File: src/rtl/vpu_vram_arb.sv
// Port-A arbiter for the four VPU RAMs: round-robin between CPU and DMA,
// flat-address decode, one-cycle registered issue and a 2-stage read-return tag.
module vpu_vram_arb #(
    parameter int DATA_W      = 32,
    parameter int SP_ADDR_W   = 8,
    parameter int MAP_ADDR_W  = 12,
    parameter int TILE_ADDR_W = 13,
    parameter int PAL_ADDR_W  = 9
) (
    input  logic                   clk,
    input  logic                   rst,

    input  logic                   cpu_req,
    input  logic                   cpu_we,
    input  logic [15:0]            cpu_addr,
    input  logic [DATA_W-1:0]      cpu_wdata,
    output logic                   cpu_gnt,
    output logic                   cpu_rvalid,
    output logic [DATA_W-1:0]      cpu_rdata,
    output logic                   cpu_err,

    input  logic                   dma_req,
    input  logic                   dma_we,
    input  logic [15:0]            dma_addr,
    input  logic [DATA_W-1:0]      dma_wdata,
    output logic                   dma_gnt,
    output logic                   dma_rvalid,
    output logic [DATA_W-1:0]      dma_rdata,
    output logic                   dma_err,

    output logic                   sp_en,
    output logic                   sp_we,
    output logic [SP_ADDR_W-1:0]   sp_addr,
    output logic [DATA_W-1:0]      sp_din,
    input  logic [DATA_W-1:0]      sp_dout,

    output logic                   map_en,
    output logic                   map_we,
    output logic [MAP_ADDR_W-1:0]  map_addr,
    output logic [DATA_W-1:0]      map_din,
    input  logic [DATA_W-1:0]      map_dout,

    output logic                   tile_en,
    output logic                   tile_we,
    output logic [TILE_ADDR_W-1:0] tile_addr,
    output logic [DATA_W-1:0]      tile_din,
    input  logic [DATA_W-1:0]      tile_dout,

    output logic                   pal_en,
    output logic                   pal_we,
    output logic [PAL_ADDR_W-1:0]  pal_addr,
    output logic [DATA_W-1:0]      pal_din,
    input  logic [DATA_W-1:0]      pal_dout
);

    localparam logic [1:0] REG_SP   = 2'd0;
    localparam logic [1:0] REG_MAP  = 2'd1;
    localparam logic [1:0] REG_TILE = 2'd2;
    localparam logic [1:0] REG_PAL  = 2'd3;

    logic              last_cpu;
    logic              xfer;
    logic              sel_we;
    logic [15:0]       sel_addr;
    logic [DATA_W-1:0] sel_wdata;
    logic [1:0]        region;
    logic [13:0]       offset;
    logic              dec_err;
    logic              issue;

    logic              t1_valid, t1_dma, t1_err;
    logic [1:0]        t1_region;
    logic              t2_valid, t2_dma, t2_err;
    logic [1:0]        t2_region;

    logic [DATA_W-1:0] ram_dout;
    logic [DATA_W-1:0] ret_data;
    logic [DATA_W-1:0] cpu_hold;
    logic [DATA_W-1:0] dma_hold;

    // last_cpu=1 means the CPU won the most recent transfer, so DMA wins a tie.
    always_comb begin
        cpu_gnt = 1'b0;
        dma_gnt = 1'b0;
        if (cpu_req && dma_req) begin
            cpu_gnt = ~last_cpu;
            dma_gnt = last_cpu;
        end else begin
            cpu_gnt = cpu_req;
            dma_gnt = dma_req;
        end
    end

    always_comb begin
        xfer      = cpu_gnt | dma_gnt;
        sel_we    = dma_gnt ? dma_we    : cpu_we;
        sel_addr  = dma_gnt ? dma_addr  : cpu_addr;
        sel_wdata = dma_gnt ? dma_wdata : cpu_wdata;
        region    = sel_addr[15:14];
        offset    = sel_addr[13:0];
    end

    always_comb begin
        dec_err = 1'b0;
        case (region)
            REG_SP:   dec_err = |(offset >> SP_ADDR_W);
            REG_MAP:  dec_err = |(offset >> MAP_ADDR_W);
            REG_TILE: dec_err = |(offset >> TILE_ADDR_W);
            default:  dec_err = |(offset >> PAL_ADDR_W);
        endcase
        issue = xfer & ~dec_err;
    end

    always_ff @(posedge clk or posedge rst) begin
        if (rst)
            last_cpu <= 1'b1;
        else if (xfer)
            last_cpu <= cpu_gnt;
    end

    // Address/data registers only load when their RAM is enabled; they are don't-care otherwise.
    always_ff @(posedge clk or posedge rst) begin
        if (rst) begin
            sp_en     <= 1'b0;
            sp_we     <= 1'b0;
            sp_addr   <= '0;
            sp_din    <= '0;
            map_en    <= 1'b0;
            map_we    <= 1'b0;
            map_addr  <= '0;
            map_din   <= '0;
            tile_en   <= 1'b0;
            tile_we   <= 1'b0;
            tile_addr <= '0;
            tile_din  <= '0;
            pal_en    <= 1'b0;
            pal_we    <= 1'b0;
            pal_addr  <= '0;
            pal_din   <= '0;
        end else begin
            sp_en   <= issue && (region == REG_SP);
            sp_we   <= issue && (region == REG_SP) && sel_we;
            map_en  <= issue && (region == REG_MAP);
            map_we  <= issue && (region == REG_MAP) && sel_we;
            tile_en <= issue && (region == REG_TILE);
            tile_we <= issue && (region == REG_TILE) && sel_we;
            pal_en  <= issue && (region == REG_PAL);
            pal_we  <= issue && (region == REG_PAL) && sel_we;
            if (issue && (region == REG_SP)) begin
                sp_addr <= offset[SP_ADDR_W-1:0];
                sp_din  <= sel_wdata;
            end
            if (issue && (region == REG_MAP)) begin
                map_addr <= offset[MAP_ADDR_W-1:0];
                map_din  <= sel_wdata;
            end
            if (issue && (region == REG_TILE)) begin
                tile_addr <= offset[TILE_ADDR_W-1:0];
                tile_din  <= sel_wdata;
            end
            if (issue && (region == REG_PAL)) begin
                pal_addr <= offset[PAL_ADDR_W-1:0];
                pal_din  <= sel_wdata;
            end
        end
    end

    // Read tag follows the transfer through issue (t1) to RAM output (t2).
    always_ff @(posedge clk or posedge rst) begin
        if (rst) begin
            t1_valid  <= 1'b0;
            t1_dma    <= 1'b0;
            t1_err    <= 1'b0;
            t1_region <= '0;
            t2_valid  <= 1'b0;
            t2_dma    <= 1'b0;
            t2_err    <= 1'b0;
            t2_region <= '0;
        end else begin
            t1_valid  <= xfer & ~sel_we;
            t1_dma    <= dma_gnt;
            t1_err    <= dec_err;
            t1_region <= region;
            t2_valid  <= t1_valid;
            t2_dma    <= t1_dma;
            t2_err    <= t1_err;
            t2_region <= t1_region;
        end
    end

    always_comb begin
        ram_dout = '0;
        case (t2_region)
            REG_SP:   ram_dout = sp_dout;
            REG_MAP:  ram_dout = map_dout;
            REG_TILE: ram_dout = tile_dout;
            default:  ram_dout = pal_dout;
        endcase
        ret_data   = t2_err ? '0 : ram_dout;
        cpu_rvalid = t2_valid & ~t2_dma;
        dma_rvalid = t2_valid & t2_dma;
        cpu_err    = cpu_rvalid & t2_err;
        dma_err    = dma_rvalid & t2_err;
        cpu_rdata  = cpu_rvalid ? ret_data : cpu_hold;
        dma_rdata  = dma_rvalid ? ret_data : dma_hold;
    end

    // RAM dout arrives combinationally in T+2; the hold registers keep rdata stable afterwards.
    always_ff @(posedge clk or posedge rst) begin
        if (rst) begin
            cpu_hold <= '0;
            dma_hold <= '0;
        end else begin
            cpu_hold <= cpu_rdata;
            dma_hold <= dma_rdata;
        end
    end

endmodule
File: config.mk
export PLATFORM = sky130hd
export DESIGN_NAME = vpu_vram_arb
export DESIGN_NICKNAME = d
export VERILOG_FILES = /design/src/rtl/vpu_vram_arb.sv
export SDC_FILE = /design/constraint.sdc
export NUM_CORES = 1
export LEC_CHECK = 0
export BUFFER_PORTS_ARGS = -buffer_cell sky130_fd_sc_hd__buf_2
export CORE_ASPECT_RATIO = 0.6
export CORE_UTILIZATION = 25
export DETAILED_ROUTE_END_ITERATION = 12
export SLEW_MARGIN = 20
export SYNTH_ARGS = -nofsm -noshare
export SYNTH_HDL_FRONTEND = slang
export SYNTH_SLANG_ARGS = --single-unit
File: constraint.sdc
create_clock -name clk -period 15.91 [get_ports clk]
set_input_delay 0 -clock clk [delete_from_list [all_inputs] [get_ports clk]]
set_output_delay 0 -clock clk [all_outputs]
set_load 0.01 [all_outputs]
After elaboration in Yosys (flattened, before gate mapping)
Cells that the tools add are included.
{"block": "totals", "register_bits": 253, "latch_bits": 0, "mem_bits_rw": 0, "rom_bits": 0, "in_bits": 230, "out_inout_bits": 248, "elab_cells": 67, "n_memories": 0}
{"block": "classes", "add_sub_neg": 0, "n_mul": 0, "div_mod_pow": 0, "n_lt_le_gt_ge": 0, "n_eq_ne": 5, "n_shift": 0, "mux": 10, "n_bitwise": 11, "n_reduce_logical": 14}
{"cell": "$mux W32", "n": 4}
{"cell": "$pmux W32 S3", "n": 1}
{"cell": "$mux W16", "n": 1}
{"cell": "$logic_and A1 B1 Y1", "n": 9}
{"cell": "$and A1 B1 Y1", "n": 6}
{"cell": "$eq A2 B2 Y1 const B", "n": 3}
{"cell": "$reduce_or A6 Y1", "n": 1}
{"cell": "$reduce_or A5 Y1", "n": 1}
{"cell": "$eq A2 B1 Y1 const B", "n": 2}
{"cell": "$logic_not A2 Y1", "n": 2}
{"cell": "$not A1 Y1", "n": 4}
{"cell": "$mux W1", "n": 3}
{"cell": "$pmux W1 S3", "n": 1}
{"cell": "$reduce_or A2 Y1", "n": 1}
{"cell": "$or A1 B1 Y1", "n": 1}

Longest topological paths before layout
Gate-level depths: netlist (run 1).
{"block": "logic_depth", "depth_word": 9, "mapped_depth": 7, "mapped_depth_nobuf": 5}

Worst setup path after synthesis (run 1)
No wires, ideal clock.
{"block": "synth_path", "path_kind": "register to register", "startpoint": "register last_cpu", "endpoint": "register tile_addr[0]", "setup_time_ps": 138, "t_arrival_ps": 1768, "required_ps": 15772, "setup_slack_ps": 14004, "stages_incl_launch_ff": 6, "n_path_buf": 1, "synth_period_minus_slack_ps": 1906, "cell_sequence": "dfstp_2 -> nand2b_1 -> nand3_1 -> a221oi_2 -> clkbuf_1 -> a21oi_1"}
{"block": "synth_via", "elab_chain_len": 7, "word_cells_on_any_way": 15, "cone_classes": "2 x eq/ne; 4 x mux; 4 x bitwise; 5 x reduce/logical"}
{"element": "from (decl)", "line_no": "61", "text": "logic last_cpu;"}
{"element": "from (signal assigned)", "line_no": "118", "text": "last_cpu <= cpu_gnt;"}
{"element": "$mux W1", "line_no": "85", "text": "if (cpu_req && dma_req) begin"}
{"element": "$mux W16", "line_no": "97", "text": "sel_addr = dma_gnt ? dma_addr : cpu_addr;"}
{"element": "$reduce_or A6 Y1 (tied with other cells)", "line_no": "106", "text": "REG_SP: dec_err = |(offset >> SP_ADDR_W);"}
{"element": "$pmux W1 S3", "line_no": "105", "text": "case (region)"}
{"element": "$not A1 Y1", "line_no": "111", "text": "issue = xfer & ~dec_err;"}
{"element": "$and A1 B1 Y1", "line_no": "111"}
{"element": "$logic_and A1 B1 Y1", "line_no": "157", "text": "if (issue && (region == REG_TILE)) begin"}
{"element": "to (signal assigned)", "line_no": "158", "text": "tile_addr <= offset[TILE_ADDR_W-1:0];"}
{"element": "to (decl)", "line_no": "45", "text": "output logic [TILE_ADDR_W-1:0] tile_addr,"}
Several ways; a longest one is shown, not always the timed one.
A chain may end at the register's enable or synchronous reset.

Final worst setup path (run 1)
{"block": "layout_path", "startpoint": "register last_cpu", "endpoint": "register tile_addr[12]"}
The elaborated chain is that of the path after synthesis.

==> results by group, run 1 <==
Power and ir drop
  – Sw Ratio: 30.7%
  – Sequential power share: between 40% and 50%
  – Clock Power Share: 33.8%
  – Sw Pwr: 0.617 mW
  – Internal power: 1.39 mW
  – Leakage power: 7.75 nW
  – Combinational Power Share: around 25%
  – Power Density: 128 nW/um2
  – Maximum vdd drop: 0.0615 mV

Worst setup path
  – Worst EP arrival: 4.34 ns
  – Worst Reg-to-Reg Cells: 8
  – Worst Path Required: 16.39 ns
  – Crit path from: last_cpu
  – Crit path depth: 8
  – Most frequent CP cell: dlygate4sd3_1
  – CP max-delay cell: buf_4
  – CP endpoint kind: flop
  – Worst setup path category: flop to flop
  – R2r startpoint: last_cpu
  – Worst Path Buf+Inv: 3
  – Cell Chain, Critical Path: nand2b_1 > nand3_1 > dlygate4sd3_1 > a221oi_4 > buf_4 > nor2_1 > a31oi_1 > dlygate4sd3_1
  – Largest stage delay, worst path: 0.71 ns
  – Reg-to-reg endpoint: tile_addr[12]
  – Crit-path max FO: 82
  – R2R setup slack: 12.04 ns
  – Worst path top cell family by delay: buffers and inverters
  – CP startpoint kind: flop

STA
  – Worst-Margin Slew: 0.983 ns
  – Slew HR: between 30% and 40%
  – RSZ-0062 raised after global routing: false
  – Crit share post-route: 24.3%
  – Minimum clock period: 3.87 ns
  – Max-slew violations: 0
  – Worst Skew: 0.0114 ns
  – Setup-failing EPs final: 0
  – Final TNS setup: 0 ns
  – Max frequency: 259 MHz
  – Fin. Hold Viols: 0

Synth
  – Netlist Area Pre-Place: approximately 11000 um2
  – Largest area contributor in the netlist: dfrtp_1
  – Flops & latches, synth: 253
  – Unique masters post-synth: 40
  – Syn_nets: 1187
  – Post-synth top cells: dfrtp_1, nand2_1, nor2_1
  – Synth top area share: 58.9%
  – Largest cells by area after synthesis: dfrtp_1, mux2i_1, mux4_2, nand2_1, a21oi_1
  – Main synth FF type: dfrtp_1
  – Number of flops mapped to enable cells by yosys: 0
  – Post-Syn Instances: 957
  – Most common cell in the synthesized netlist: dfrtp_1
  – Sequential area share after synthesis: between 50% and 60%
  – Asr flop ratio synth: 100%
  – Syn Area/Cell: roughly 11 um2
  – Synth warn: 0

Clock network
  – Max H-tree Level: 1
  – Clock Root Buffer: clkbuf_16
  – Clk pin slew, worst setup/hold paths: 0.07 ns
  – TritonCTS clock tree: yes
  – Clock latency on the worst-skew pair: approximately 0.54 ns
  – TritonCTS buffer count: 26
  – Clock Sinks: 253
  – Clock buffer depth: 3
  – # Post-CTS Setup Buffers: 0

Layout
  – Layout cells sized above 1: 39.3%
  – NumNets Final: 1756
  – Post-route cell area: about 16000 um2
  – Layout area overhead: 46.9%

Floorplan
  – Core footprint: roughly 42000 um2
  – Die area: 43700 um2
  – Row cnt: 58
  – Die width: 269 um
  – Die Span Y: ~160 um
  – Initial Utilization: 25.5%
  – Boundary Pins: 478

Detailed routing
  – Starting DRT DRC Count: 574
  – WL/cell: about 17 um
  – Residual DRC: 0
  – Via count: 9355
  – ANT nets after route: 0
  – Drt first pass iters: 5
  – Avg Vias per Cell: between 4 and 5
  – Final wirelength: 36500 um

Place
  – IO Port Bufs: 477
  – Post-DP Area: 13600 um2
  – Routability congestion estimate: approximately 0.86
  – Hpwl dp: 25200 um

GRT
  – Antenna violations before repair: 3
  – Congestion Overflow GR: 0
  – Tot GR Track Use: 16.5%
  – First-pass GRT wire length: 56500 um
  – Vias in the first global route: 9520
  – Largest net degree at the start of global routing: roughly 120

Hold path
  – Hold WC Path Type: input port to flop
  – Hold path cells: 3
  – WHS Endpoint: pal_din[17]
  – Hold Crit Start: dma_wdata[17]

Job
  – # Max-Cap Violations: 0

Status
  – Outcome: finished clean
## layout by cell type, fill, tap and decap left out, types with 11 or more instances in the layout
cell and count:
a21oi_1 90, buf_2 477, mux4_2 32, nand2_1 147, dfrtp_1 251, nor2_1 95, inv_1 45, dlygate4sd3_1 115
o21ai_2 31, mux2i_1 85, buf_4 11, clkbuf_16 27, o21ai_0 67
## power groups by stage
stage | registers (mW) | clock network, mW | logic [mW]
2_1_floorplan | 0.878 | 0 | 0.203
3_3_place_gp | 0.834 | 0 | 0.471
3_5_place_dp | 0.836 | 0 | 0.480
4_1_cts | 0.827 | 0.701 | 0.511
5_1_grt | 0.842 | 0.729 | 0.555
6_report | 0.827 | 0.678 | 0.503
## logic make-up (layout without fill, tap and decap cells)
kind of cell,after synthesis,in the layout,synth area share [%]
other,0,3,0
muxes,117,117,14.7
DFF,253,253,59.1
AOI/OAI and AO/OA,211,211,11.5
buffers and inverters,109,698,4.72
and+or+nand+nor,267,267,9.96
## worst max path at each step
| stage | to | slack [ns] |
|---|---|---|
| floorplan | cpu_hold[0] | 8.95 |
| global placement | tile_din[17] | 13.20 |
| detailed placement | tile_addr[12] | 13.12 |
| CTS | tile_addr[12] | 12.07 |
| global route | tile_addr[12] | 11.78 |
| finish | tile_addr[12] | 12.04 |
## routing by layer
metal / vias to the layer above / global-route usage [%] / wire [um]
li1: 4412 / - / -
met1: 4563 / 21.1 / 15500
met2: 319 / 27.6 / 17600
met3: 61 / 3.96 / 2330
met4: 0 / 5.27 / 1090
met5: - / 0 / 0
## what timing repair did
item	4_1_cts	5_1_grt
hold buffers	115	0
hold endpoints to repair	284	0
gates resized for setup	0	0
## sequential cells by signal, summed over array words and instances, names as in the netlist, 2 cells and up
| signal | count |
|---|---|
| cpu_hold | 32 |
| dma_hold | 32 |
| map_addr | 12 |
| map_din | 32 |
| pal_addr | 9 |
| pal_din | 32 |
| sp_addr | 8 |
| sp_din | 32 |
| t1_region | 2 |
| t2_region | 2 |
| tile_addr | 13 |
| tile_din | 32 |
## worst reg2reg max path, cell delays in order (launching register included)
cell and delay (ns):
dfstp_2 0.54, nand2b_1 0.31, nand3_1 0.14, dlygate4sd3_1 0.64
a221oi_4 0.56, buf_4 0.72, nor2_1 0.19, a31oi_1 0.15
dlygate4sd3_1 0.55
## area by class of cell
cell class	instances	area (um2)
Fill cell	4137	26300
Clock buffer	38	787
Inverter	47	184
Sequential cell	253	6330
Antenna cell	3	7.51
Timing Repair Buffer	603	3620
Tap cell	570	713
Multi-Input combinational cell	595	3930
Clock inverter	10	158
## per-stage QoR
step | util [%] | std cells | power [mW] | setup slack (ns) | hold WS [ns]
global placement | 32.4 | 1953 | 1.30 | 13.20 | 0.219
floorplan | - | 957 | 1.08 | 8.95 | 0.105
finish | 37.4 | 2119 | 2.01 | 12.04 | 0.0252
global route | 37.4 | 2119 | 2.13 | 11.78 | 0.0311
detailed placement | 32.4 | 1953 | 1.32 | 13.12 | 0.230
CTS | 37.4 | 2116 | 2.04 | 12.07 | 0.00447
Note: power is estimated with default switching activity, not from simulation.
==> run 2: changes to the inputs <==
clock period = 3.9 ns   (was 15.91 ns; I/O delays follow)
==> run 2 against run 1 <==
Compared with the run above: register-to-register slack got worse by 11 ns; critical path depth decreased by 2; clock power increased to 4.0 times the previous value; non-clock buffer count increased by 3; worst hold slack improved by 0.0066 ns; cell area increased by 0.27%; sequential cell count unchanged; global-route usage about the same; die area unchanged; sequential power increased to 4.1 times the previous value; critical path type is now flop to output port.
==> results by group, run 2 (same netlist as run 1, synthesis figures left out) <==
Power and ir drop
  – Sw Ratio: 30.8%
  – Leakage power: 7.75 nW
  – Maximum vdd drop: about 0.30 mV
  – Internal power: 5.64 mW
  – Power Density: 516 nW/um2
  – Clock Power Share: 33.2%
  – Sequential power share: 41.8%
  – Sw Pwr: 2.51 mW
  – Combinational Power Share: 25.0%

STA
  – Final TNS setup: 0 ns
  – Setup-failing EPs final: 0
  – Fin. Hold Viols: 0
  – Crit share post-route: a little over four fifths
  – Max frequency: 304 MHz
  – RSZ-0062 raised after global routing: false
  – Worst Skew: 0.0127 ns
  – Worst-Margin Slew: between 1 and 1.5 ns
  – Max-slew violations: 0
  – Slew HR: between 30% and 40%
  – Final Hold Slack: 0.0318 ns
  – Minimum clock period: around 3.3 ns

GRT
  – First-pass GRT wire length: 56800 um
  – Antenna violations before repair: 3
  – Tot GR Track Use: 16.5%
  – Congestion Overflow GR: 0
  – Vias in the first global route: 9889
  – Largest net degree at the start of global routing: 92

Floorplan
  – Boundary Pins: 478
  – Die Span Y: 162 um
  – Initial Utilization: 25.5%
  – Die area: 43700 um2
  – Core footprint: 42000 um2
  – Die width: 269 um
  – Row cnt: 58

Layout
  – Post-route cell area: 15800 um2
  – Commonest non-fill, non-tap cell in the layout: buf_2
  – Layout area overhead: 47.3%
  – NumNets Final: between 1500 and 2000
  – Layout cells sized above 1: 39.3%
  – Most frequent cells in the layout: buf_2, dfrtp_1, nand2_1

Job
  – # Max-Cap Violations: 0

Clock network
  – # Post-CTS Setup Buffers: 0
  – Clk pin slew, worst setup/hold paths: around 0.070 ns
  – Clock latency on the worst-skew pair: approximately 0.55 ns
  – Clock buffer depth: 3
  – Clock Sinks: 253
  – TritonCTS clock tree: yes
  – TritonCTS buffer count: 26
  – Clock Root Buffer: clkbuf_16
  – Max H-tree Level: 1

Place
  – Hpwl dp: 25500 um
  – IO Port Bufs: ~480
  – Routability congestion estimate: 0.898
  – Post-DP Area: 13700 um2

Hold path
  – Hold Crit Start: tile_dout[23]
  – Hold WC Path Type: input port to flop
  – Hold path cells: 4
  – WHS Endpoint: dma_hold[23]

Worst setup path
  – CP startpoint kind: flop
  – CP endpoint kind: output port
  – Worst Path Required: 3.90 ns
  – R2r startpoint: last_cpu
  – Worst Reg-to-Reg Cells: 5
  – Reg-to-reg endpoint: pal_addr[7]
  – Worst setup path category: flop to output port
  – Crit-path max FO: 23
  – Worst EP arrival: ~3.3 ns
  – R2R setup slack: 0.78 ns

Detailed routing
  – Drt first pass iters: 5
  – WL/cell: around 17 um
  – ANT nets after route: 0
  – Avg Vias per Cell: 4.41
  – Residual DRC: 0
  – Final wirelength: roughly 37000 um
  – Starting DRT DRC Count: 562
  – Via count: between 9000 and 10000

Status
  – Outcome: finished clean
run 2: power groups by stage:
stage	Sequential (mW)	Combinational, mW	Clock (mW)
4_1_cts	3.41	2.06	2.82
2_1_floorplan	3.58	0.830	0
6_report	3.40	2.04	2.70
3_3_place_gp	3.43	1.89	0
5_1_grt	3.47	2.23	2.91
3_5_place_dp	3.44	1.93	0
run 2: worst max-delay path: stages, from the launching register on:
cell	delay, ns
dfrtp_2	0.90
buf_4	0.33
mux4_2	0.50
dlygate4sd3_1	0.57
nand2_1	0.08
o21ai_0	0.13
buf_2	0.19
run 2: worst max path at each step:
stage | start | endpoint | slack (ns) | cells after the start
after floorplan | rst | cpu_hold[0] | 0.57 | 1
after global placement | last_cpu | sp_addr[7] | 1.33 | 4
after detailed placement | last_cpu | sp_addr[7] | 1.28 | 4
after CTS | t2_region[0] | cpu_rdata[7] | 0.49 | 6
after global routing | t2_region[0] | cpu_rdata[7] | 0.34 | 6
final | t2_region[0] | cpu_rdata[7] | 0.61 | 6
run 2: area by class of cell:
cell class | instances | area (um2)
clock buffers | 38 | 757
diodes | 3 | 7.51
clock inverters | 10 | 160
multi-input cells | 595 | 3930
fillers | 4198 | 26200
repair buffers | 606 | 3690
well taps | 570 | 713
flip-flops and latches | 253 | 6330
inverters | 47 | 180
run 2: layer usage:
layer | track usage (%) | up-vias | routed length, um
met5 | 0 | - | 0
met4 | 6.13 | 0 | 1260
met2 | 28.5 | 312 | 18000
met3 | 3.74 | 70 | 2120
met1 | 20.3 | 4556 | 15300
li1 | - | 4415 | -
run 2: through the flow:
stage	cells	power [mW]	worst slack [ns]	utilization [%]
after floorplan	957	4.41	0.571	-
after global placement	1956	5.32	1.33	32.6
after detailed placement	1956	5.37	1.28	32.6
after CTS	2119	8.28	0.493	37.5
after global routing	2122	8.61	0.343	37.5
final	2122	8.14	0.607	37.5
run 2: what timing repair did:
item	in CTS	in global routing
endpoints found under the hold margin	239	0
hold buffers	115	0
resized for setup	0	0
==> run 3: changes to the inputs <==
ABC_AREA = 1   (was default)
clock period = 3.1 ns   (was 3.9 ns; I/O delays follow)
==> run 3 against run 2 <==
Compared with the run above: the flow now finishes with violations (negative hold slack); wire length up 27%; via count rose by 29%; combinational power is 120% higher; synthesized cell count rose by 38%; worst hold slack worse by 0.042 ns; cell count is 19% higher; core utilization grew 0.13 points; register-to-register slack worse by 0.46 ns; count of clock-buffer cells in the layout down 2; critical path depth is 3 higher.
==> results by group, run 3 <==
Status
  – Outcome: complete, but fails checks
  – Violated checks: negative hold slack

Hold path
  – Hold WC Path Type: input port to flop
  – WHS Endpoint: tile_we
  – Hold path cells: 3
  – Hold Crit Start: cpu_we

Synth
  – Syn Area/Cell: roughly 8.6 um2
  – Post-Syn Instances: 1323
  – Flops & latches, synth: 253
  – Most common cell in the synthesized netlist: nand2_1
  – Asr flop ratio synth: 100%
  – Syn_nets: 1553
  – Number of flops mapped to enable cells by yosys: 0
  – Netlist Area Pre-Place: 11400 um2
  – Largest cells by area after synthesis: dfrtp_1, nand2_1, o21ai_0, nand4_1, nand3_1
  – Largest area contributor in the netlist: dfrtp_1
  – Synth top area share: 55.4%
  – Main synth FF type: dfrtp_1
  – Unique masters post-synth: 29
  – Post-synth top cells: nand2_1, dfrtp_1, o21ai_0
  – Synth warn: 0
  – Sequential area share after synthesis: a little under three fifths

Detailed routing
  – Drt first pass iters: 7
  – Starting DRT DRC Count: 875
  – Residual DRC: 0
  – Via count: 12000
  – Avg Vias per Cell: 4.77
  – Final wirelength: 46600 um
  – WL/cell: 18.5 um
  – ANT nets after route: 0

Power and ir drop
  – Leakage power: 8.87 nW
  – Maximum vdd drop: 0.355 mV
  – Overall Power: 13.0 mW
  – Power Density: roughly 770 nW/um2

Place
  – Hpwl dp: around 32000 um
  – IO Port Bufs: 477
  – Routability congestion estimate: around 0.9

STA
  – RSZ-0062 raised after global routing: false
  – Slew HR: 45.3%
  – Fin. Hold Viols: 1
  – Setup-failing EPs final: 0
  – Max-slew violations: 0
  – Minimum clock period: 2.93 ns
  – Worst Skew: between 0.02 and 0.03 ns
  – Max frequency: 342 MHz
  – Crit share post-route: 94.4%
  – Final Hold Slack: -0.0102 ns
  – Worst-Margin Slew: 0.798 ns

Layout
  – Multi-input combinational cell area: 4350 um2
  – NumNets Final: 2145
  – Register area: roughly 6300 um2
  – Commonest non-fill, non-tap cell in the layout: buf_2
  – Layout cells sized above 1: about a third
  – Most frequent cells in the layout: buf_2, nand2_1, dfrtp_1
  – Final Core Density: 37.7%
  – Fill cell count: 4585
  – Layout area overhead: 48.5%

Worst setup path
  – R2r startpoint: t2_region[0]
  – CP endpoint kind: output port
  – Worst EP arrival: 2.93 ns
  – Worst Path Required: 3.10 ns
  – R2R setup slack: 0.32 ns
  – Worst Reg-to-Reg Cells: 9
  – Worst setup path category: flop to output port
  – Crit-path max FO: 34
  – Reg-to-reg endpoint: cpu_hold[23]
  – CP startpoint kind: flop

Clock network
  – Clock Sinks: 253
  – Max H-tree Level: 1
  – TritonCTS clock tree: yes
  – Clock latency on the worst-skew pair: 0.56 ns
  – TritonCTS buffer count: 27
  – Clock Root Buffer: clkbuf_16
  – # Post-CTS Setup Buffers: 0
  – Clock buffer depth: 3
  – Clk pin slew, worst setup/hold paths: approximately 0.07 ns

GRT
  – First-pass GRT wire length: 71100 um
  – Vias in the first global route: about 12000
  – Congestion Overflow GR: 0
  – Largest net degree at the start of global routing: ~130
  – Tot GR Track Use: 19.5%
  – Antenna violations before repair: 5

Job
  – # Max-Cap Violations: 0

Floorplan
  – Die Span Y: 167 um
  – Core footprint: 44900 um2
  – Initial Utilization: 25.4%
  – Die area: 46400 um2
  – Row cnt: 60
  – Die width: ~280 um
  – Boundary Pins: 478
-- run 3: changes by cell type after synthesis, sizes merged, moves of 12 or more --
cell | previous run | this run
or2 | 0 | 41
o21ai | 108 | 178
o211ai | 1 | 32
clkbuf | 29 | 67
nor2 | 95 | 18
nand3 | 2 | 61
a21oi | 91 | 1
nand2 | 149 | 439
inv | 46 | 58
mux2i | 85 | 1
mux4 | 32 | 0
nand4 | 0 | 130
-- run 3: area by class of cell --
type                       instances  area share [%]
antenna                            3          0.0444
inverter                          60            1.35
timing repair buffer             671            25.9
clock inverter                    11           0.607
tap                              589            4.36
sequential                       253            37.5
multi-input combinational        902            25.7
clock buffer                      36            4.55
-- run 3: metrics by stage --
step / hold WS (ns) / setup slack (ns) / cell area (um2) / TNS, ns / cells
floorplan: 0.107 / -0.229 / 11400 / -57.67 / 1323
global placement: 0.113 / 0.572 / 14300 / 0 / 2308
detailed placement: 0.121 / 0.514 / 14300 / 0 / 2308
CTS: 0.0000148 / 0.00810 / 16900 / 0 / 2522
global route: 0.0197 / 0.0181 / 16900 / 0 / 2523
finish: -0.0102 / 0.173 / 16900 / 0 / 2525
-- run 3: worst max-delay path, stage by stage (launching register included) --
cell and delay [ns]:
dfrtp_1 0.43, buf_4 0.26, nor2_4 0.17, buf_12 0.20, nand2_1 0.08, nand3_1 0.09, o211ai_1 0.10, dlygate4sd3_1 0.61
o21ai_0 0.22, buf_2 0.18
-- run 3: logic make-up (layout without fill, tap and decap cells) --
kind of cell,after synthesis,after routing,share of synthesized area [%]
AOI/OAI and AO/OA,211,211,10.0
buffers and inverters,168,778,6.45
DFF,253,253,55.6
muxes,1,1,0.0879
other,0,3,0
and+or+nand+nor,690,690,27.8
-- run 3: per-layer routing --
layer / up-vias / wire length [um] / GRT usage (%) / part of all wire [%]
li1: 5623 / - / - / -
met1: 5841 / 20500 / 25.8 / 44
met2: 492 / 21800 / 32.7 / 47
met3: 92 / 2670 / 3.31 / 5.7
met4: 0 / 1610 / 5.65 / 3.5
met5: - / 0 / 0 / 0
-- run 3: timing repair --
item                       in CTS  in global routing
resized for setup               0                 15
hold buffers                  167                  0
hold endpoints to repair      266                  0
setup endpoints to repair       0                 24
-- run 3: worst max-delay path by stage --
stage            startpoint            end  depth (start not counted)
6_report       t2_region[0]   cpu_rdata[3]                          9
5_1_grt        t2_region[0]  cpu_rdata[26]                          9
4_1_cts        t2_region[0]   dma_rdata[1]                          9
3_5_place_dp       last_cpu    map_din[14]                         13
3_3_place_gp       last_cpu  tile_addr[12]                         13
2_1_floorplan           rst    cpu_hold[0]                          1
-- run 3: power breakdown --
group / total (mW) / internal, mW / switching (mW)
Combinational: 4.58 / 1.81 / 2.77
Sequential: 5.16 / 4.51 / 0.655
Clock: 3.25 / 1.83 / 1.42
Total: 13.0 / 8.14 / 4.85
